### src/rtl/reg_pkg.sv
// Shared definitions for the register-layer readout engine:
// the readout FSM state encoding and the default captured word width.
package reg_pkg;

    localparam int REG_WIDTH_DEFAULT = 16;

    typedef enum logic [1:0] {
        IDLE  = 2'd0,
        SHIFT = 2'd1,
        PAR   = 2'd2,
        DONE  = 2'd3
    } readout_state_t;

endpackage

### src/rtl/bit_down_counter.sv
// Loadable down-counter with decrement enable and zero flag.
// Saturates at zero, so a caller that stops decrementing on zero never
// sees a wrap. Intended for bit counting in serial shifters.
module bit_down_counter #(
    parameter int CW = 4
) (
    input  logic          clk,
    input  logic          rst_n,
    input  logic          load_i,
    input  logic [CW-1:0] load_val_i,
    input  logic          dec_i,
    output logic [CW-1:0] count_o,
    output logic          zero_o
);

    logic [CW-1:0] count_q;
    logic [CW-1:0] count_d;

    // Load takes priority over decrement; decrement stops at zero.
    always_comb begin
        count_d = count_q;
        if (load_i) begin
            count_d = load_val_i;
        end else if (dec_i && (count_q != '0)) begin
            count_d = count_q - 1'b1;
        end
    end

    // Counter register, cleared by the asynchronous reset.
    always_ff @(posedge clk or negedge rst_n) begin
        if (!rst_n) begin
            count_q <= '0;
        end else begin
            count_q <= count_d;
        end
    end

    assign count_o = count_q;
    assign zero_o  = (count_q == '0);

endmodule

### src/rtl/reg_readout_ser.sv
// Serial readout engine: captures a parallel register word and shifts it
// out MSB first, one bit per accepted beat over ser_valid/ser_ready.
// Optional feature macro: REG_READOUT_PARITY_EN appends one even-parity
// beat after the data bits; that beat then carries ser_last.
//
// Handshake: a beat completes on a rising edge where ser_valid, ser_ready
// and en are all high. ser_valid depends only on registered state, so the
// consumer may wait on it freely; ser_ready is never combinationally
// reflected on any output. en = 0 freezes everything except DONE->IDLE.
module reg_readout_ser
    import reg_pkg::*;
#(
    parameter int WIDTH = REG_WIDTH_DEFAULT
) (
    input  logic                     clk,
    input  logic                     rst_n,
    input  logic                     en,
    input  logic                     load_req,
    input  logic [WIDTH-1:0]         data_in,
    output logic                     ready,
    output logic                     ser_out,
    output logic                     ser_valid,
    input  logic                     ser_ready,
    output logic                     ser_last,
    output logic                     done,
    output readout_state_t           dbg_state,
    output logic [$clog2(WIDTH)-1:0] dbg_bitcnt
);

    // Width of the bit counter; WIDTH is expected to be 8 or 16.
    localparam int            CW      = $clog2(WIDTH);
    localparam logic [CW-1:0] CNT_MAX = CW'(WIDTH - 1);

    readout_state_t state_q;
    readout_state_t state_d;

    logic [WIDTH-1:0] shreg_q;
    logic [WIDTH-1:0] shreg_d;

    logic [CW-1:0] bitcnt;
    logic          bitcnt_zero;

    logic load_fire;
    logic beat_fire;
    logic shift_beat;

`ifdef REG_READOUT_PARITY_EN
    logic par_q;
    logic par_d;
`endif

    assign load_fire  = (state_q == IDLE) && load_req && en;
    assign beat_fire  = ser_valid && ser_ready && en;
    assign shift_beat = beat_fire && (state_q == SHIFT);

    // State register.
    always_ff @(posedge clk or negedge rst_n) begin
        if (!rst_n) begin
            state_q <= IDLE;
        end else begin
            state_q <= state_d;
        end
    end

    // Next-state logic; DONE always returns to IDLE regardless of en.
    always_comb begin
        state_d = state_q;
        case (state_q)
            IDLE: begin
                if (load_fire) begin
                    state_d = SHIFT;
                end
            end
            SHIFT: begin
                if (shift_beat && bitcnt_zero) begin
`ifdef REG_READOUT_PARITY_EN
                    state_d = PAR;
`else
                    state_d = DONE;
`endif
                end
            end
`ifdef REG_READOUT_PARITY_EN
            PAR: begin
                if (beat_fire) begin
                    state_d = DONE;
                end
            end
`endif
            DONE: begin
                state_d = IDLE;
            end
            default: begin
                state_d = IDLE;
            end
        endcase
    end

    // Output decode from registered state only.
    always_comb begin
        ser_valid = 1'b0;
        ser_out   = 1'b0;
        ser_last  = 1'b0;
        done      = 1'b0;
        case (state_q)
            SHIFT: begin
                ser_valid = 1'b1;
                ser_out   = shreg_q[WIDTH-1];
`ifndef REG_READOUT_PARITY_EN
                ser_last  = bitcnt_zero;
`endif
            end
`ifdef REG_READOUT_PARITY_EN
            PAR: begin
                ser_valid = 1'b1;
                ser_out   = par_q;
                ser_last  = 1'b1;
            end
`endif
            DONE: begin
                done = 1'b1;
            end
            default: begin
                ser_valid = 1'b0;
            end
        endcase
    end

    // Shift register: capture on load, shift left with zero fill per data beat.
    always_comb begin
        shreg_d = shreg_q;
        if (load_fire) begin
            shreg_d = data_in;
        end else if (shift_beat) begin
            shreg_d = {shreg_q[WIDTH-2:0], 1'b0};
        end
    end

    // Shift register storage.
    always_ff @(posedge clk or negedge rst_n) begin
        if (!rst_n) begin
            shreg_q <= '0;
        end else begin
            shreg_q <= shreg_d;
        end
    end

`ifdef REG_READOUT_PARITY_EN
    // Even-parity bit of the captured word, computed once at load.
    always_comb begin
        par_d = par_q;
        if (load_fire) begin
            par_d = ^data_in;
        end
    end

    // Parity storage.
    always_ff @(posedge clk or negedge rst_n) begin
        if (!rst_n) begin
            par_q <= 1'b0;
        end else begin
            par_q <= par_d;
        end
    end
`endif

    // Bit counter: loaded with WIDTH-1 at capture, decremented per data beat.
    bit_down_counter #(
        .CW (CW)
    ) u_bitcnt (
        .clk        (clk),
        .rst_n      (rst_n),
        .load_i     (load_fire),
        .load_val_i (CNT_MAX),
        .dec_i      (shift_beat),
        .count_o    (bitcnt),
        .zero_o     (bitcnt_zero)
    );

    assign ready      = (state_q == IDLE);
    assign dbg_state  = state_q;
    assign dbg_bitcnt = bitcnt;

endmodule

### config.mk
export PLATFORM = sky130hd
export DESIGN_NAME = reg_readout_ser
export DESIGN_NICKNAME = d
export VERILOG_FILES = /design/src/rtl/reg_pkg.sv /design/src/rtl/bit_down_counter.sv /design/src/rtl/reg_readout_ser.sv
export SDC_FILE = /design/constraint.sdc
export NUM_CORES = 1
export LEC_CHECK = 0
export ABC_AREA = 1
export BUFFER_PORTS_ARGS = -buffer_cell sky130_fd_sc_hd__buf_2
export CORE_MARGIN = 1
export CORE_UTILIZATION = 30
export DETAILED_ROUTE_END_ITERATION = 12
export PLACE_DENSITY = 0.51
export REMOVE_ABC_BUFFERS = 1
export SLEW_MARGIN = 40
export SYNTH_ARGS = -nofsm -noshare
export SYNTH_HDL_FRONTEND = slang
export SYNTH_SLANG_ARGS = --single-unit
### constraint.sdc
create_clock -name clk -period 1.2 [get_ports clk]
set_input_delay 0.18 -clock clk [delete_from_list [all_inputs] [get_ports clk]]
set_output_delay 0.18 -clock clk [all_outputs]
set_load 0.05 [all_outputs]
==> summary.md, run 1 <==
| Metric | Value |
|---|---|
| Status | finished with violations |
| Failing checks | negative setup slack |
| Vias in the first global route | 1072 |
| First-pass GRT wire length | 4491 um |
| Final WS setup | -0.1977 ns |
| HP Class | primary input to flop |
| Synth cell count leaders | nand2_1, dfrtp_1, nand3_1 |
| Layout cells sized above 1 | 0.5980 |
| RSZ-0062 raised after global routing | true |
| DR WL/cell | 11.63 um |
| Overflow left after global routing | 0 |
| Post-DP HPWL | 1808 um |
| Worst Setup Path Type | flop to output port |
| CTS Sinks | 22 |
| ANT cells | 0 |
| CTS tree | yes |
| Syn Inst Count | 143 |
| Flop and latch count out of synthesis | 22 |
| Leading area contributor after synthesis | dfrtp_1 |
| YS warnings | 0 |
| Hold WS | 0.1204 ns |
| Main synth FF type | dfrtp_1 |
| Clock skew | 0.003949 ns |
| CTS buffer count | 3 |
| Drt pass-1 iters | 2 |
| Std cell rows | 22 |
| DRT antenna net count | 0 |
| Drt via density | 4.457 |
| Arr. time, crit path | 1.22 ns |
| Nets | 222 |
| Clk slew on worst S/H paths | 0.08 ns |
| Clock root cell | clkbuf_8 |
| Post-layout util | 0.5296 |
| Chip height | 64.62 um |
| Port Buffer Count | 31 |
| Initial drt markers | 40 |
| Period minus WS final | 1.398 ns |
| Number of max-cap violations | 0 |
| Synthesized cell area | 1176 um^2 |
| Crit Path Max Fanout | 2 |
| Post-synth top area share | 0.4681 |
| Fmax | 0.7155 GHz |
| Chip width | 64.62 um |
| Tot GR Track Use | 0.1393 |
| Register area share after synthesis | 0.4681 |
| Worst slew margin | 0.6649 |
| Hold Fails Final Rpt | 0 |
| Area Overhead vs Synth | 67.34% |
| Worst-Margin Slew | 0.5027 ns |
| Clock buffer depth | 2 |
| Largest net degree at the start of global routing | 23 |
| Leak | 1.068 nW |
| Placed Cells | 231 |
| Vias | 1101 |
| Final Cycle Share | 1.165 |
| Full die area | 4175 um^2 |
| P per Cell Area | 2561 nW/um^2 |
| # H-tree levels | 1 |
| Slew Limit Fails | 0 |
| Worst Setup Start Kind | flop |
| Fraction of registers with async set/reset | 1.000 |
| Non-Filler Instances | 247 |
| Initial antenna violation count | 0 |
| Largest cells by area after synthesis | dfrtp_1, nand2_1, nand3_1 |
| Most common cell in the netlist | nand2_1 |
| # setup viols final | 26 |
| Core Region | 3716 um^2 |
| WP data required | 1.02 ns |
| Mean post-synth cell area | 8.225 um^2 |
| Distinct cells, synth | 17 |
| Post-synth EDFFs | 0 |
| Initial Utilization | 0.3165 |
| GPL Wtd Cong | 0.7722 |
| Drt total wl | 2873 um |
| Peak VDD IR | 0.001063 V |
| Residual DRC | 0 |
| Boundary pin count | 32 |
| Clock latency on the worst-skew pair | 0.26 ns |
| Crit end category | output port |
## power breakdown
group,switching (mW),internal (mW)
combinational,1.70,1.41
sequential,0.315,1.08
clock,0.246,0.293
## cell type report
| cell class | count | area (um^2) |
|---|---|---|
| Inverter | 11 | 41.29 |
| Tap cell | 48 | 60.06 |
| Timing Repair Buffer | 56 | 479.2 |
| Multi-Input combinational cell | 106 | 779.5 |
| Fill cell | 358 | 1748 |
| Sequential cell | 22 | 553.0 |
| Clock buffer | 4 | 55.05 |
## path summary, 6_finish.rpt
path / from / endpoint / slack, ns / cells past startpoint
max: u_bitcnt.count_o[1] / ser_last / -0.20 / 5
min: data_in[0] / shreg_q[0] / 0.12 / 3
max reg2reg: dbg_state[1] / shreg_q[1] / -0.18 / 8
min reg2reg: shreg_q[7] / shreg_q[7] / 0.50 / 2
max in group asynchronous: rst_n / dbg_state[0] / 0.42 / 2
min in group asynchronous: rst_n / u_bitcnt.count_o[0] / 0.41 / 2
## cell usage in the layout (no fill, tap or decap), drive strengths merged, types with 4 or more instances in the layout
cell,synthesis,routed
nand2,74,74
buf,4,55
dfrtp,22,22
nand3,22,22
inv,11,11
nor2,7,7
clkbuf,0,4
## repair_timing
item / CTS / global route
hold endpoints to repair: 22 / 0
gates resized for setup: 30 / 65
setup endpoints to repair: 21 / 29
pin swaps: 4 / 8
buffers inserted: 8 / 5
hold buffers: 1 / 0
## state kept, by name, summed over array words and instances (netlist names)
register / count
dbg_state: 2
u_bitcnt.count_o: 4
shreg_q: 16
## through the flow
stage	worst slack, ns	area [um^2]	TNS (ns)	power, mW
after floorplan	-0.9212	1135	-11.44	2.693
after global placement	-0.1014	1473	-0.2574	3.337
after detailed placement	-0.1347	1473	-0.4351	3.375
after CTS	-0.2167	1708	-2.861	4.347
after global routing	-0.2591	1968	-5.263	5.357
final	-0.1977	1968	-3.894	5.040
## cell families after synthesis
logic type | count (synthesis) | synth area share
adders and majority gates | 1 | 0.01064
buffers and inverters | 15 | 0.07020
DFF | 22 | 0.4681
and+or+nand+nor | 105 | 0.4511
## metal layers
layer	vias up	wire length [um]	track usage
li1	553	-	-
met4	0	51	0.07500
met2	27	1457	0.2395
met1	517	1255	0.1636
met3	4	108	0.02465
met5	-	0	0
## worst max-delay path: stages (launching register included)
cell and delay, ns:
dfrtp_1 0.39, inv_2 0.07, ha_4 0.15, nand3_4 0.09, nor2_4 0.09, buf_6 0.16
Power figures use the tool's default switching activity.
==> run 2, diff against run 1 <==
CORE_UTILIZATION = 46   (was 30)
PLACE_DENSITY = 0.73   (was 0.51)
RECOVER_POWER = 25   (was default)
==> summary.md, run 2 (synthesized netlist as in run 1, its figures left out) <==
| Metric | Value |
|---|---|
| Status | finished with violations (unchanged) |
| Failing checks | negative setup slack (unchanged) |
| Full die area | 2763 um^2 (was 4175 um^2) |
| WP data required | 1.02 ns (about the same) |
| # H-tree levels | 1 (unchanged) |
| Arr. time, crit path | 1.30 ns (was 1.22 ns) |
| Vias in the first global route | 1152 (was 1072) |
| RSZ-0062 raised after global routing | true (unchanged) |
| Place WS | -0.1139 ns (was -0.1347 ns) |
| Critical path cell sequence | inv_2 -> ha_4 -> nand3_4 -> nor2_4 -> buf_6 (unchanged) |
| Worst Setup Start Kind | flop (unchanged) |
| Worst slew margin | 0.6261 (was 0.6649) |
| Crit Path Max Fanout | 2 (unchanged) |
| Initial antenna violation count | 0 (unchanged) |
| First-pass GRT wire length | 4850 um (was 4491 um) |
| Placed Cells | 209 (was 231) |
| Vias | 1189 (was 1101) |
| Number of max-cap violations | 0 (unchanged) |
| Std cell rows | 17 (was 22) |
| Worst-Margin Slew | 0.5608 ns (was 0.5027 ns) |
| Final WS setup | -0.2811 ns (was -0.1977 ns) |
| Worst r2r src | dbg_state[1] (unchanged) |
| Post-DP HPWL | 1778 um (was 1808 um) |
| Initial Utilization | 0.5073 (was 0.3165) |
| CTS tree | yes (unchanged) |
| Crit end category | output port (unchanged) |
| Hold Fails Final Rpt | 0 (unchanged) |
| DRT antenna net count | 0 (unchanged) |
| Core Region | 2318 um^2 (was 3716 um^2) |
| P per Cell Area | 2561 nW/um^2 (about the same) |
| Final Cycle Share | 1.234 (was 1.165) |
| GPL Wtd Cong | 0.8535 (was 0.7722) |
| Clock latency on the worst-skew pair | 0.31 ns (was 0.26 ns) |
| Peak VDD IR | 0.001988 V (was 0.001063 V) |
| Initial drt markers | 21 (was 40) |
| Chip height | 52.57 um (was 64.62 um) |
| ANT cells | 0 (unchanged) |
| # setup viols final | 29 (was 26) |
| Largest register by flop count | shreg_q (unchanged) |
| Clock root cell | clkbuf_4 (was clkbuf_8) |
| Residual DRC | 0 (unchanged) |
| HP Class | primary input to flop (unchanged) |
| Layout cells sized above 1 | 0.6237 (was 0.5980) |
| Post-layout util | 0.8446 (was 0.5296) |
| Hold Path Depth | 3 (unchanged) |
| Slowest CP cell | dfrtp_1 (unchanged) |
| Slew Limit Fails | 0 (unchanged) |
| Non-Filler Instances | 222 (was 247) |
| Tot GR Track Use | 0.2446 (was 0.1393) |
| CTS buffer count | 3 (unchanged) |
| Hold WS | 0.06304 ns (was 0.1204 ns) |
| Design Power | 5.014 mW (was 5.040 mW) |
| Nets | 218 (was 222) |
| Max FFs per register | 16 (unchanged) |
| Design area | 1958 um^2 (was 1968 um^2) |
| DP Area | 1445 um^2 (was 1473 um^2) |
| Boundary pin count | 32 (unchanged) |
| Clock buffer depth | 2 (unchanged) |
| Worst Setup Path Type | flop to output port (unchanged) |
| Worst reg2reg path depth | 8 (unchanged) |
| Commonest non-fill, non-tap cell in the layout | nand2_1 (unchanged) |
| Largest net degree at the start of global routing | 23 (unchanged) |
| Area Overhead vs Synth | 66.49% (was 67.34%) |
| Critical path startpoint | u_bitcnt.count_o[0] (was u_bitcnt.count_o[1]) |
| Clock skew | 0.003470 ns (was 0.003949 ns) |
| Hold_sp | data_in[12] (was data_in[0]) |
| Drt pass-1 iters | 4 (was 2) |
| Chip width | 52.57 um (was 64.62 um) |
| Delay of the slowest critical-path stage | 0.43 ns (was 0.39 ns) |
| Leak | 1.052 nW (was 1.068 nW) |
| Total negative slack | -5.046 ns (was -3.894 ns) |
| DR WL/cell | 16.64 um (was 11.63 um) |
| Port Buffer Count | 31 (unchanged) |
| Overflow left after global routing | 0 (unchanged) |
| Drt total wl | 3693 um (was 2873 um) |
| Drt via density | 5.356 (was 4.457) |
| Clk slew on worst S/H paths | 0.12 ns (was 0.08 ns) |
| Fmax | 0.6752 GHz (was 0.7155 GHz) |
| Period minus WS final | 1.481 ns (was 1.398 ns) |
| Most frequent cells in the layout | nand2_1, dfrtp_1, buf_2 (was nand2_1, buf_2, dfrtp_1) |
| CTS Sinks | 22 (unchanged) |
==> run 2: changes by cell type in the layout (fill, tap and decap cells not counted), sizes merged <==
cell | previous run | this run
buf | 55 | 48
clkbuf | 4 | 6
==> run 2: area by class of cell <==
type / count / area [um^2]
timing repair buffer: 52 / 516.7
multi-input combinational: 106 / 789.5
clock buffer: 3 / 22.52
inverter: 11 / 41.29
tap: 28 / 35.03
fill: 129 / 360.3
sequential: 22 / 553.0
==> run 2: path summary, 6_finish.rpt <==
path / endpoint / slack (ns)
min: shreg_q[12] / 0.06
max reg2reg: u_bitcnt.count_o[0] / -0.27
max in group asynchronous: dbg_state[0] / 0.42
min in group asynchronous: shreg_q[7] / 0.38
max: ser_last / -0.28
min reg2reg: shreg_q[8] / 0.52
==> run 2: per-layer routing <==
layer | global-route usage | routed length (um) | part of all wire
met4 | 0.09211 | 164 | 0.044
met5 | 0 | 0 | 0
met2 | 0.4430 | 1978 | 0.54
met1 | 0.2823 | 1438 | 0.39
met3 | 0.04348 | 112 | 0.030
==> run 2: power by group <==
part | internal [mW] | switching, mW
Combinational | 1.39 | 1.84
Sequential | 1.08 | 0.358
Clock | 0.117 | 0.232
Total | 2.59 | 2.43
==> run 2: worst max-delay path: cells and delay by family, from the launching register on <==
| kind | cells | cell delay [ns] |
|---|---|---|
| AND/OR/NAND/NOR | 2 | 0.16 |
| flip-flops | 1 | 0.43 |
| adder cells (fa/ha/maj) | 1 | 0.15 |
| buffers and inverters | 2 | 0.25 |
==> run 2: timing repair <==
item,in CTS,in global routing
pin swaps,8,17
hold endpoints to repair,22,0
setup endpoints to repair,28,31
cloned,1,1
hold buffers,1,0
setup buffers,6,4
resized for setup,39,66
